===== src/rtl/spike_ingress_pkg.sv =====
// Shared types and default sizing for the spike ingress feeder.
// The FIFO beat layout and FSM state encoding live here so the top and the bench agree.
package spike_ingress_pkg;

  localparam int DEF_SPIKE_WIDTH = 8;
  localparam int DEF_BUF_DEPTH   = 16;
  localparam int DEF_CNT_WIDTH   = 16;

  typedef struct packed {
    logic                       eot;
    logic [DEF_SPIKE_WIDTH-1:0] addr;
  } ingress_beat_t;

  typedef enum logic [1:0] {
    ST_FWD,
    ST_SETTLE,
    ST_WAIT_CORE,
    ST_TICK
  } ingress_state_t;

endpackage


===== src/rtl/sync_fifo.sv =====
// Synchronous first-word-fall-through FIFO with a peek at the entry behind the head.
// Pointers carry one extra bit so full and empty are told apart without a counter.
module sync_fifo #(
  parameter int WIDTH = 9,
  parameter int DEPTH = 16
) (
  input  logic             clk_i,
  input  logic             rst_i,
  input  logic             push_i,
  input  logic [WIDTH-1:0] data_i,
  input  logic             pop_i,
  output logic [WIDTH-1:0] head_o,
  output logic [WIDTH-1:0] next_o,
  output logic             full_o,
  output logic             empty_o,
  output logic             multi_o
);

  localparam int AW = $clog2(DEPTH);
  localparam logic [AW:0] ONE      = (AW+1)'(1);
  localparam logic [AW:0] FULL_CNT = (AW+1)'(DEPTH);

  logic [WIDTH-1:0] r_mem [DEPTH];
  logic [AW:0]      r_wr_ptr;
  logic [AW:0]      r_rd_ptr;
  logic [AW:0]      w_count;
  logic [AW:0]      w_rd_next;
  logic             w_do_push;
  logic             w_do_pop;

  assign w_count   = r_wr_ptr - r_rd_ptr;
  assign w_rd_next = r_rd_ptr + ONE;
  assign full_o    = (w_count == FULL_CNT);
  assign empty_o   = (r_wr_ptr == r_rd_ptr);
  assign multi_o   = (w_count > ONE);
  assign head_o    = r_mem[r_rd_ptr[AW-1:0]];
  assign next_o    = r_mem[w_rd_next[AW-1:0]];
  assign w_do_push = push_i & ~full_o;
  assign w_do_pop  = pop_i & ~empty_o;

  // NOTE: storage is deliberately not reset; the pointers alone define which entries are valid.
  always_ff @(posedge clk_i) begin
    if (w_do_push) r_mem[r_wr_ptr[AW-1:0]] <= data_i;
  end

  // NOTE: sequential state uses non-blocking assignments so every register samples pre-edge values.
  always_ff @(posedge clk_i) begin
    if (rst_i) begin
      r_wr_ptr <= '0;
      r_rd_ptr <= '0;
    end else begin
      if (w_do_push) r_wr_ptr <= r_wr_ptr + ONE;
      if (w_do_pop)  r_rd_ptr <= w_rd_next;
    end
  end

endmodule


===== src/rtl/spike_ingress.sv =====
// Feeds buffered spikes into n_core's input queue and paces timesteps with a one-cycle tick
// once the core has drained after each end-of-timestep marker.
module spike_ingress
  import spike_ingress_pkg::*;
#(
  parameter int SPIKE_WIDTH = DEF_SPIKE_WIDTH,
  parameter int BUF_DEPTH   = DEF_BUF_DEPTH,
  parameter int CNT_WIDTH   = DEF_CNT_WIDTH
) (
  input  logic                   clk_i,
  input  logic                   rst_i,
  input  logic                   en_i,
  input  logic                   s_valid_i,
  output logic                   s_ready_o,
  input  logic [SPIKE_WIDTH-1:0] s_addr_i,
  input  logic                   s_eot_i,
  output logic                   wr_input_queue_o,
  output logic [SPIKE_WIDTH-1:0] wr_data_input_queue_o,
  input  logic                   full_input_queue_i,
  input  logic                   core_busy_i,
  output logic                   tick_o,
  output logic [CNT_WIDTH-1:0]   step_cnt_o,
  output logic [CNT_WIDTH-1:0]   spike_cnt_o
);

  ingress_state_t r_state, w_next_state;
  ingress_beat_t  w_in_beat, w_head, w_next;
  logic           w_full, w_empty, w_multi;
  logic           w_push, w_pop, w_head_valid, w_marker_next;
  logic [CNT_WIDTH-1:0] r_step_cnt, r_spike_cnt;

  assign w_in_beat    = {s_eot_i, s_addr_i};
  assign s_ready_o    = en_i & ~w_full & ~rst_i;
  assign w_push       = s_valid_i & s_ready_o;
  assign w_head_valid = ~w_empty;
  assign w_pop        = wr_input_queue_o | tick_o;

  sync_fifo #(
    .WIDTH ($bits(ingress_beat_t)),
    .DEPTH (BUF_DEPTH)
  ) u_fifo (
    .clk_i   (clk_i),
    .rst_i   (rst_i),
    .push_i  (w_push),
    .data_i  (w_in_beat),
    .pop_i   (w_pop),
    .head_o  (w_head),
    .next_o  (w_next),
    .full_o  (w_full),
    .empty_o (w_empty),
    .multi_o (w_multi)
  );

  assign wr_input_queue_o      = (r_state == ST_FWD) & w_head_valid & ~w_head.eot
                                 & en_i & ~full_input_queue_i;
  assign wr_data_input_queue_o = w_head.addr;
  assign tick_o                = (r_state == ST_TICK) & en_i;

  // A marker about to reach the head moves us to SETTLE on that same edge, so SETTLE
  // coincides with the first cycle the marker sits at the head.
  assign w_marker_next = (w_head_valid & w_head.eot)
                       | (wr_input_queue_o & w_multi & w_next.eot)
                       | (wr_input_queue_o & ~w_multi & w_push & s_eot_i)
                       | (w_empty & w_push & s_eot_i);

  // NOTE: next-state gets its default first so no path through the case infers a latch.
  always_comb begin
    w_next_state = r_state;
    unique case (r_state)
      ST_FWD:       if (en_i & w_marker_next)  w_next_state = ST_SETTLE;
      ST_SETTLE:    if (en_i)                  w_next_state = ST_WAIT_CORE;
      ST_WAIT_CORE: if (en_i & ~core_busy_i)   w_next_state = ST_TICK;
      ST_TICK:      if (en_i)                  w_next_state = ST_FWD;
      default:                                 w_next_state = ST_FWD;
    endcase
  end

  always_ff @(posedge clk_i) begin
    if (rst_i) begin
      r_state     <= ST_FWD;
      r_step_cnt  <= '0;
      r_spike_cnt <= '0;
    end else begin
      r_state <= w_next_state;
      if (tick_o) begin
        r_step_cnt  <= r_step_cnt + CNT_WIDTH'(1);
        r_spike_cnt <= '0;
      end else if (wr_input_queue_o && r_spike_cnt != '1) begin
        r_spike_cnt <= r_spike_cnt + CNT_WIDTH'(1);
      end
    end
  end

  assign step_cnt_o  = r_step_cnt;
  assign spike_cnt_o = r_spike_cnt;

endmodule

===== config.mk =====
export PLATFORM = sky130hd
export DESIGN_NAME = spike_ingress
export DESIGN_NICKNAME = d
export VERILOG_FILES = /design/src/rtl/spike_ingress_pkg.sv /design/src/rtl/sync_fifo.sv /design/src/rtl/spike_ingress.sv
export SDC_FILE = /design/constraint.sdc
export NUM_CORES = 1
export LEC_CHECK = 0
export BUFFER_PORTS_ARGS = -buffer_cell sky130_fd_sc_hd__buf_2
export CAP_MARGIN = 10
export CORE_AREA = 2 2 132 134
export CTS_BUF_LIST = sky130_fd_sc_hd__clkbuf_16
export CTS_CLUSTER_DIAMETER = 100
export DETAILED_ROUTE_END_ITERATION = 10
export DIE_AREA = 0 0 134 136
export PLACE_DENSITY = 0.67
export SLEW_MARGIN = 30
export SYNTH_ARGS = -nofsm -noshare
export SYNTH_HDL_FRONTEND = slang
export SYNTH_SLANG_ARGS = --single-unit

===== constraint.sdc =====
create_clock -name clk_i -period 4.5 [get_ports clk_i]
set_input_delay 0.225 -clock clk_i [delete_from_list [all_inputs] [get_ports clk_i]]
set_output_delay 0.225 -clock clk_i [all_outputs]
set_load 0.03 [all_outputs]

==> out/qor.yml, run 1 <==
floorplanning:
  io_pins: 58
  rows: 48
  fp.dieArea_mm2: 0.0182
  die_y_um: 136
  core_region_area_mm2: 0.0169
  start_util: 0.488
  die_x_um: 134
min_path:
  hold_class: "in2reg"
cells_and_area:
  final_common_cell: "edfxtp_1"
  layout_common_cells: "144 x edfxtp_1, 61 x nor2_1, 57 x buf_2"
  final_net_count: 630
  fillers: 1344
  fin_util: 0.554
  drive_above_1_share: 0.261
  diodes: 0
  area_growth_pct: 13.5
pwr:
  power_density_mw_per_mm2: 381
  report.power.total_uw: 3570
  leakage_uw: 0.00326
  peakVddDrop_mv: 0.276
yosys:
  seq_area_frac_synth: 0.642
  syn_nets: 568
  ys_types: 53
  synth_area_leader_cell: "edfxtp_1"
  ys_ff_latch: 192
  synthTopCellsByArea: "edfxtp_1 53%, mux4_2 13%, dfxtp_1 12%, nor2_1 2.8%, ha_1 2.3%"
  syn_area_per_cell_um2: 15.3
  yosys.area.top_type_share: 0.525
  netlist_area_mm2: 0.00824
  synth_edf_count: 144
  ys_async_sr_fraction: 0
  ys.flop_type: "edfxtp_1"
  synthCells: 537
  yosys_warnings: 0
global_routing:
  grt_pass1_wl_um: 27000
  grt_max_degree: 39
  grt_antenna_before_repair: 1
  grt_pass1_vias: 4688
  grt-ovfl-total: 0
  grt_usage: 0.201
clock_network:
  cts_hold_buf: 0
  post-cts-setup-buffer-count: 0
  cts_tree: "yes"
  path_clk_slew_ps: 70
  clock_latency_ps: 420
  root_buffer: "clkbuf_16"
  cts_sinks: 192
  cts_resized: 0
  cts.path.max_buffers: 2
  htree_levels: 4
  cts_buffers: 17
timing:
  period_minus_slack_ps: 3720
  drv_slew: 0
  period_share: 0.826
  hold_violations: 0
  fin_tns_setup_ps: 0
  setup_ws_ps: 782
  rsz0062_at_grt: "false"
  finalSetupViolCount: 0
  hold_ws_ps: 206
  tightest_slew_ps: 911
  max_freq_mhz: 269
  finClkSkew_ps: 10.4
  relSlewSlack: 0.391
detailed_routing:
  routed-via-count: 4780
  drt_iter0_markers: 353
  drc_errors: 0
  dr.pass1.iters: 4
  wl_per_cell_um: 20.4
  viasPerCell: 5.71
  ant_nets: 0
  drt_wl_total_um: 17100
worst_setup_path:
  crit_buf_inv: 1
  critPathArrivalTime_ps: 3760
  critPathTopFamily: "simple AND/OR/NAND/NOR gates"
  path_cells: "inv_1 > ha_1 > fa_1 > xnor2_1 > a211oi_1 > or2_1 > a311oi_2 > nand2_1 > nor2_1"
  start_kind: "flip-flop"
  required_ps: 4550
  slowest_delay_ps: 750
  path_class: "reg2reg"
  worstSetupEndpointType: "flip-flop"
  crit_fanout: 9
  slowest_stage: "nor2_1"
run_status:
  status: "complete, no violations"
placement:
  io_buffers: 57
  gp_congestion: 0.899
  pre_cts_ws_ps: 863
  place_hpwl_um: 11800
job:
  cap_viol_max_count: 0
[per-stage QoR]
step	instances	instance area, µm²
after floorplan	537	8240
after global placement	805	8760
after detailed placement	805	8760
after CTS	837	9350
after global routing	837	9350
final	837	9350
[sequential cells by signal, indices dropped and copies added (netlist names), named ones only]
name             flops
r_state              2
u_fifo.r_rd_ptr      5
spike_cnt_o         16
step_cnt_o          16
u_fifo.r_mem       144
u_fifo.r_wr_ptr      5
[synthesized netlist by cell type (5+ instances only)]
cell type,instances
clkbuf_1,13
and3_1,6
buf_2,5
a21oi_1,10
xor2_1,11
mux4_2,47
inv_1,14
edfxtp_1,144
nand2_1,38
mux2i_1,8
nand3_1,10
nor3_1,8
dfxtp_1,48
nor2_1,61
ha_1,15
nand4_1,5
nand2b_1,11
a31oi_1,7
xnor2_1,16
a41o_1,8
[cell type report]
cell class | count | area, µm² | area share
clock buffer | 17 | 425 | 0.0455
timing repair buffer | 65 | 345 | 0.0369
inverter | 15 | 56.3 | 0.00602
tap | 225 | 282 | 0.0301
clock inverter | 15 | 160 | 0.0171
multi-input combinational | 308 | 2790 | 0.299
sequential | 192 | 5290 | 0.565
[cells by family (layout without fill, tap and decap cells)]
| kind of cell | Yosys count | count (layout) | share of synthesized area |
|---|---|---|---|
| AO/OA/AOI/OAI | 47 | 47 | 0.0485 |
| flip-flops | 192 | 192 | 0.642 |
| adder cells (fa/ha/maj) | 16 | 16 | 0.0252 |
| multiplexers | 59 | 59 | 0.144 |
| buffers and inverters | 37 | 112 | 0.0190 |
| XOR/XNOR | 27 | 27 | 0.0287 |
| AND/OR/NAND/NOR | 159 | 159 | 0.0931 |
[power by group]
group          leakage, µW  internal (µW)  switching, µW
registers          0.00168           1910           9.43
clock network     0.000289            828            657
logic              0.00129           60.6            102
total              0.00326           2800            768
[worst paths after layout]
| kind | from | end | slack [ps] | cells past startpoint |
|---|---|---|---|---|
| worst max-delay path | u_fifo.r_wr_ptr[0] | u_fifo.r_mem[11][2] | 780 | 9 |
| worst min-delay path | s_addr_i[0] | u_fifo.r_mem[10][0] | 210 | 1 |
| worst max register to register | u_fifo.r_wr_ptr[0] | u_fifo.r_mem[11][2] | 780 | 9 |
| worst min register to register | spike_cnt_o[10] | spike_cnt_o[10] | 510 | 2 |
[metal layers]
layer,global-route usage,part of all wire
met3,0.0466,0.064
met5,0,0
met4,0.0520,0.013
met2,0.326,0.49
met1,0.276,0.43
Power figures use the tool's default switching activity.
==> run 2: changes to the inputs <==
--- a/config.mk
+++ b/config.mk
@@ -5,14 +5,15 @@
 export SDC_FILE = /design/constraint.sdc
 export NUM_CORES = 1
 export LEC_CHECK = 0
+export ABC_AREA = 1
 export BUFFER_PORTS_ARGS = -buffer_cell sky130_fd_sc_hd__buf_2
 export CAP_MARGIN = 10
-export CORE_AREA = 2 2 132 134
+export CORE_AREA = 2 2 133 135
 export CTS_BUF_LIST = sky130_fd_sc_hd__clkbuf_16
 export CTS_CLUSTER_DIAMETER = 100
 export DETAILED_ROUTE_END_ITERATION = 10
-export DIE_AREA = 0 0 134 136
-export PLACE_DENSITY = 0.67
+export DIE_AREA = 0 0 135 137
+export PLACE_DENSITY = 0.7
 export SLEW_MARGIN = 30
 export SYNTH_ARGS = -nofsm -noshare
 export SYNTH_HDL_FRONTEND = slang
==> constraint.sdc (replaced) <==
create_clock -name clk_i -period 3.4 [get_ports clk_i]
set_input_delay 0.17 -clock clk_i [delete_from_list [all_inputs] [get_ports clk_i]]
set_output_delay 0.17 -clock clk_i [all_outputs]
set_load 0.03 [all_outputs]
==> out/qor.yml, run 2 <==
detailed_routing:
  drc_errors: 0  # unchanged
  routed-via-count: 6072  # was 4780
  drt_wl_total_um: 19300  # was 17100 µm
  viasPerCell: 5.45  # was 5.71
  wl_per_cell_um: 17.3  # was 20.4 µm
  dr.pass1.iters: 5  # was 4
  ant_nets: 0  # unchanged
  drt_iter0_markers: 596  # was 353
timing:
  fin_tns_setup_ps: 0  # unchanged
  relSlewSlack: 0.511  # was 0.391
  finalSetupViolCount: 0  # unchanged
  hold_violations: 0  # unchanged
  max_freq_mhz: 335  # was 269 MHz
  finClkSkew_ps: 8.15  # was 10.4 ps
  period_share: 0.879  # was 0.826
  period_minus_slack_ps: 2990  # was 3720 ps
  hold_ws_ps: 91.4  # was 206 ps
  tightest_slew_ps: 734  # was 911 ps
  drv_slew: 0  # unchanged
  rsz0062_at_grt: "false"  # unchanged
cells_and_area:
  final_net_count: 907  # was 630
  largest_reg_flops: 144  # unchanged
  final_common_cell: "edfxtp_1"  # unchanged
  diodes: 0  # unchanged
  stdcell_count: 1114  # was 837
  drive_above_1_share: 0.163  # was 0.261
  fin_area_mm2: 0.00959  # was 0.00935 mm²
  layout_common_cells: "144 x edfxtp_1, 112 x nor2_1, 104 x nand2_1"  # was 144 x edfxtp_1, 61 x nor2_1, 57 x buf_2
  area_growth_pct: 13.7  # was 13.5%
pwr:
  report.power.total_uw: 4880  # was 3570 µW
  seq_power_share: 0.524  # was 0.538
  internal-power_uw: 3740  # was 2800 µW
  power_density_mw_per_mm2: 509  # was 381 mW/mm²
  peakVddDrop_mv: 0.305  # was 0.276 mV
  power_frac_comb: 0.083  # was 0.046
  switching_share: 0.233  # was 0.215
  pwr-share-clk: 0.393  # was 0.416
  leakage_uw: 0.00359  # was 0.00326 µW
  power_switching_uw: 1140  # was 768 µW
clock_network:
  path_clk_slew_ps: 70  # about the same
  root_buffer: "clkbuf_16"  # unchanged
  htree_levels: 4  # unchanged
  post-cts-setup-buffer-count: 0  # unchanged
  cts_buffers: 17  # unchanged
  cts.path.max_buffers: 2  # unchanged
  cts_tree: "yes"  # unchanged
  clock_latency_ps: 430  # was 420 ps
  cts_sinks: 192  # unchanged
  cts_resized: 0  # unchanged
  cts_hold_buf: 0  # unchanged
yosys:
  yosysMostFrequentCell: "edfxtp_1"  # unchanged
  syn_nets: 843  # was 568
  synthCells: 812  # was 537
  synth_edf_count: 144  # unchanged
  ys_async_sr_fraction: 0  # unchanged
  yosys_warnings: 0  # unchanged
  ys_types: 45  # was 53
  yosys.area.top_type_share: 0.512  # was 0.525
  synthTopCellsByArea: "edfxtp_1 51%, dfxtp_1 11%, nor2_1 5.0%, o21ai_0 4.9%, nand2_1 4.6%"  # was edfxtp_1 53%, mux4_2 13%, dfxtp_1 12%, nor2_1 2.8%, ha_1 2.3%
  synth_area_leader_cell: "edfxtp_1"  # unchanged
  yosys-top-cells-count: "144 x edfxtp_1, 112 x nor2_1, 104 x nand2_1, 83 x o21ai_0, 70 x inv_1"  # was 144 x edfxtp_1, 61 x nor2_1, 48 x dfxtp_1, 47 x mux4_2, 38 x nand2_1
  ys_ff_latch: 192  # unchanged
  syn_area_per_cell_um2: 10.4  # was 15.3 µm²
  netlist_area_mm2: 0.00844  # was 0.00824 mm²
  seq_area_frac_synth: 0.626  # was 0.642
  ys.flop_type: "edfxtp_1"  # unchanged
placement:
  placed_cells: 1082  # was 805
  place_hpwl_um: 12700  # was 11800 µm
  dpl_cell_area_mm2: 0.00903  # was 0.00876 mm²
  gp_congestion: 0.870  # was 0.899
  io_buffers: 57  # unchanged
worst_setup_path:
  critPathLaunch: "u_fifo.r_wr_ptr[0]"  # unchanged
  r2r-start: "u_fifo.r_wr_ptr[0]"  # unchanged
  critPathArrivalTime_ps: 3050  # was 3760 ps
  required_ps: 3460  # was 4550 ps
  r2r_slack_ps: 410  # was 780 ps
  path_class: "reg2reg"  # unchanged
  endpoint: "u_fifo.r_mem[15][8]"  # was u_fifo.r_mem[11][2]
  start_kind: "flip-flop"  # unchanged
  worstSetupEndpointType: "flip-flop"  # unchanged
  crit_fanout: 11  # was 9
  rr_worst_depth: 12  # was 9
  reg2reg_to: "u_fifo.r_mem[15][8]"  # was u_fifo.r_mem[11][2]
floorplanning:
  die_y_um: 137  # was 136 µm
  die_x_um: 135  # was 134 µm
  start_util: 0.495  # was 0.488
  fp.dieArea_mm2: 0.0185  # was 0.0182 mm²
  rows: 48  # unchanged
  io_pins: 58  # unchanged
  core_region_area_mm2: 0.0171  # was 0.0169 mm²
global_routing:
  grt_max_degree: 73  # was 39
  grt_usage: 0.216  # was 0.201
  grt_pass1_wl_um: 30100  # was 27000 µm
  grt_pass1_vias: 5819  # was 4688
  grt_antenna_before_repair: 0  # was 1
  grt-ovfl-total: 0  # unchanged
min_path:
  hold_class: "in2reg"  # unchanged
  hp-start: "rst_i"  # was s_addr_i[0]
run_status:
  status: "complete, no violations"  # unchanged
job:
  cap_viol_max_count: 0  # unchanged
run 2: cell types whose count changed after synthesis, sizes merged, moves of 11 or more:
| cell | delta |
|---|---|
| xnor2 | -15 |
| nand3 | +49 |
| nand2b | -11 |
| nor2 | +63 |
| inv | +63 |
| a21oi | +28 |
| o221ai | +26 |
| nand2 | +71 |
| mux4 | -47 |
| clkbuf | +15 |
| o21ai | +80 |
run 2: final cells by class:
class,count,area (µm²)
clock buffer,17,425
multi-input combinational,507,2710
inverter,80,308
clock inverter,15,143
timing repair buffer,78,443
sequential,192,5290
fill,1486,7460
tap,225,282
run 2: kinds of logic after synthesis:
family | after synthesis | synth area share
adder cells (fa/ha/maj) | 16 | 0.0246
AND/OR/NAND/NOR | 313 | 0.170
buffers and inverters | 113 | 0.0529
XOR/XNOR | 6 | 0.00623
AO/OA/AOI/OAI | 172 | 0.120
flip-flops | 192 | 0.626
run 2: worst max-delay path: stages (launching register included):
cell and delay [ps]:
dfxtp_1 380, inv_1 120, ha_1 230, fa_1 420, xnor2_1 230, inv_1 70
nand3_1 110, inv_1 50, nand2_1 90, nand3_2 140, inv_2 120, nand2_1 170
nor2_2 510
run 2: per-stage QoR:
step                      setup slack (ps)   util
after global placement                 587  0.529
after detailed placement               385  0.529
after floorplan                        803      -
after global routing                   100  0.563
after CTS                              370  0.563
final                                  410  0.563
run 2: power by group through the flow:
stage	Sequential (µW)	Combinational [µW]	Clock [µW]
after floorplan	2610	272	0
after CTS	2560	407	1960
after global placement	2610	393	0
after global routing	2560	459	2040
after detailed placement	2610	404	0
final	2560	404	1920
run 2: layer usage:
layer,routed length [µm],global-route usage
met1,8460,0.289
met2,9260,0.350
met3,1140,0.0426
met4,432,0.0868
met5,0,0
run 2: worst min-delay path by stage:
stage | cells past startpoint | end | slack [ps]
after floorplan | 0 | u_fifo.r_mem[0][0] | 270
after global placement | 1 | step_cnt_o[15] | 440
after detailed placement | 1 | step_cnt_o[15] | 450
after CTS | 2 | step_cnt_o[0] | 70
after global routing | 2 | step_cnt_o[0] | 110
final | 2 | step_cnt_o[0] | 90
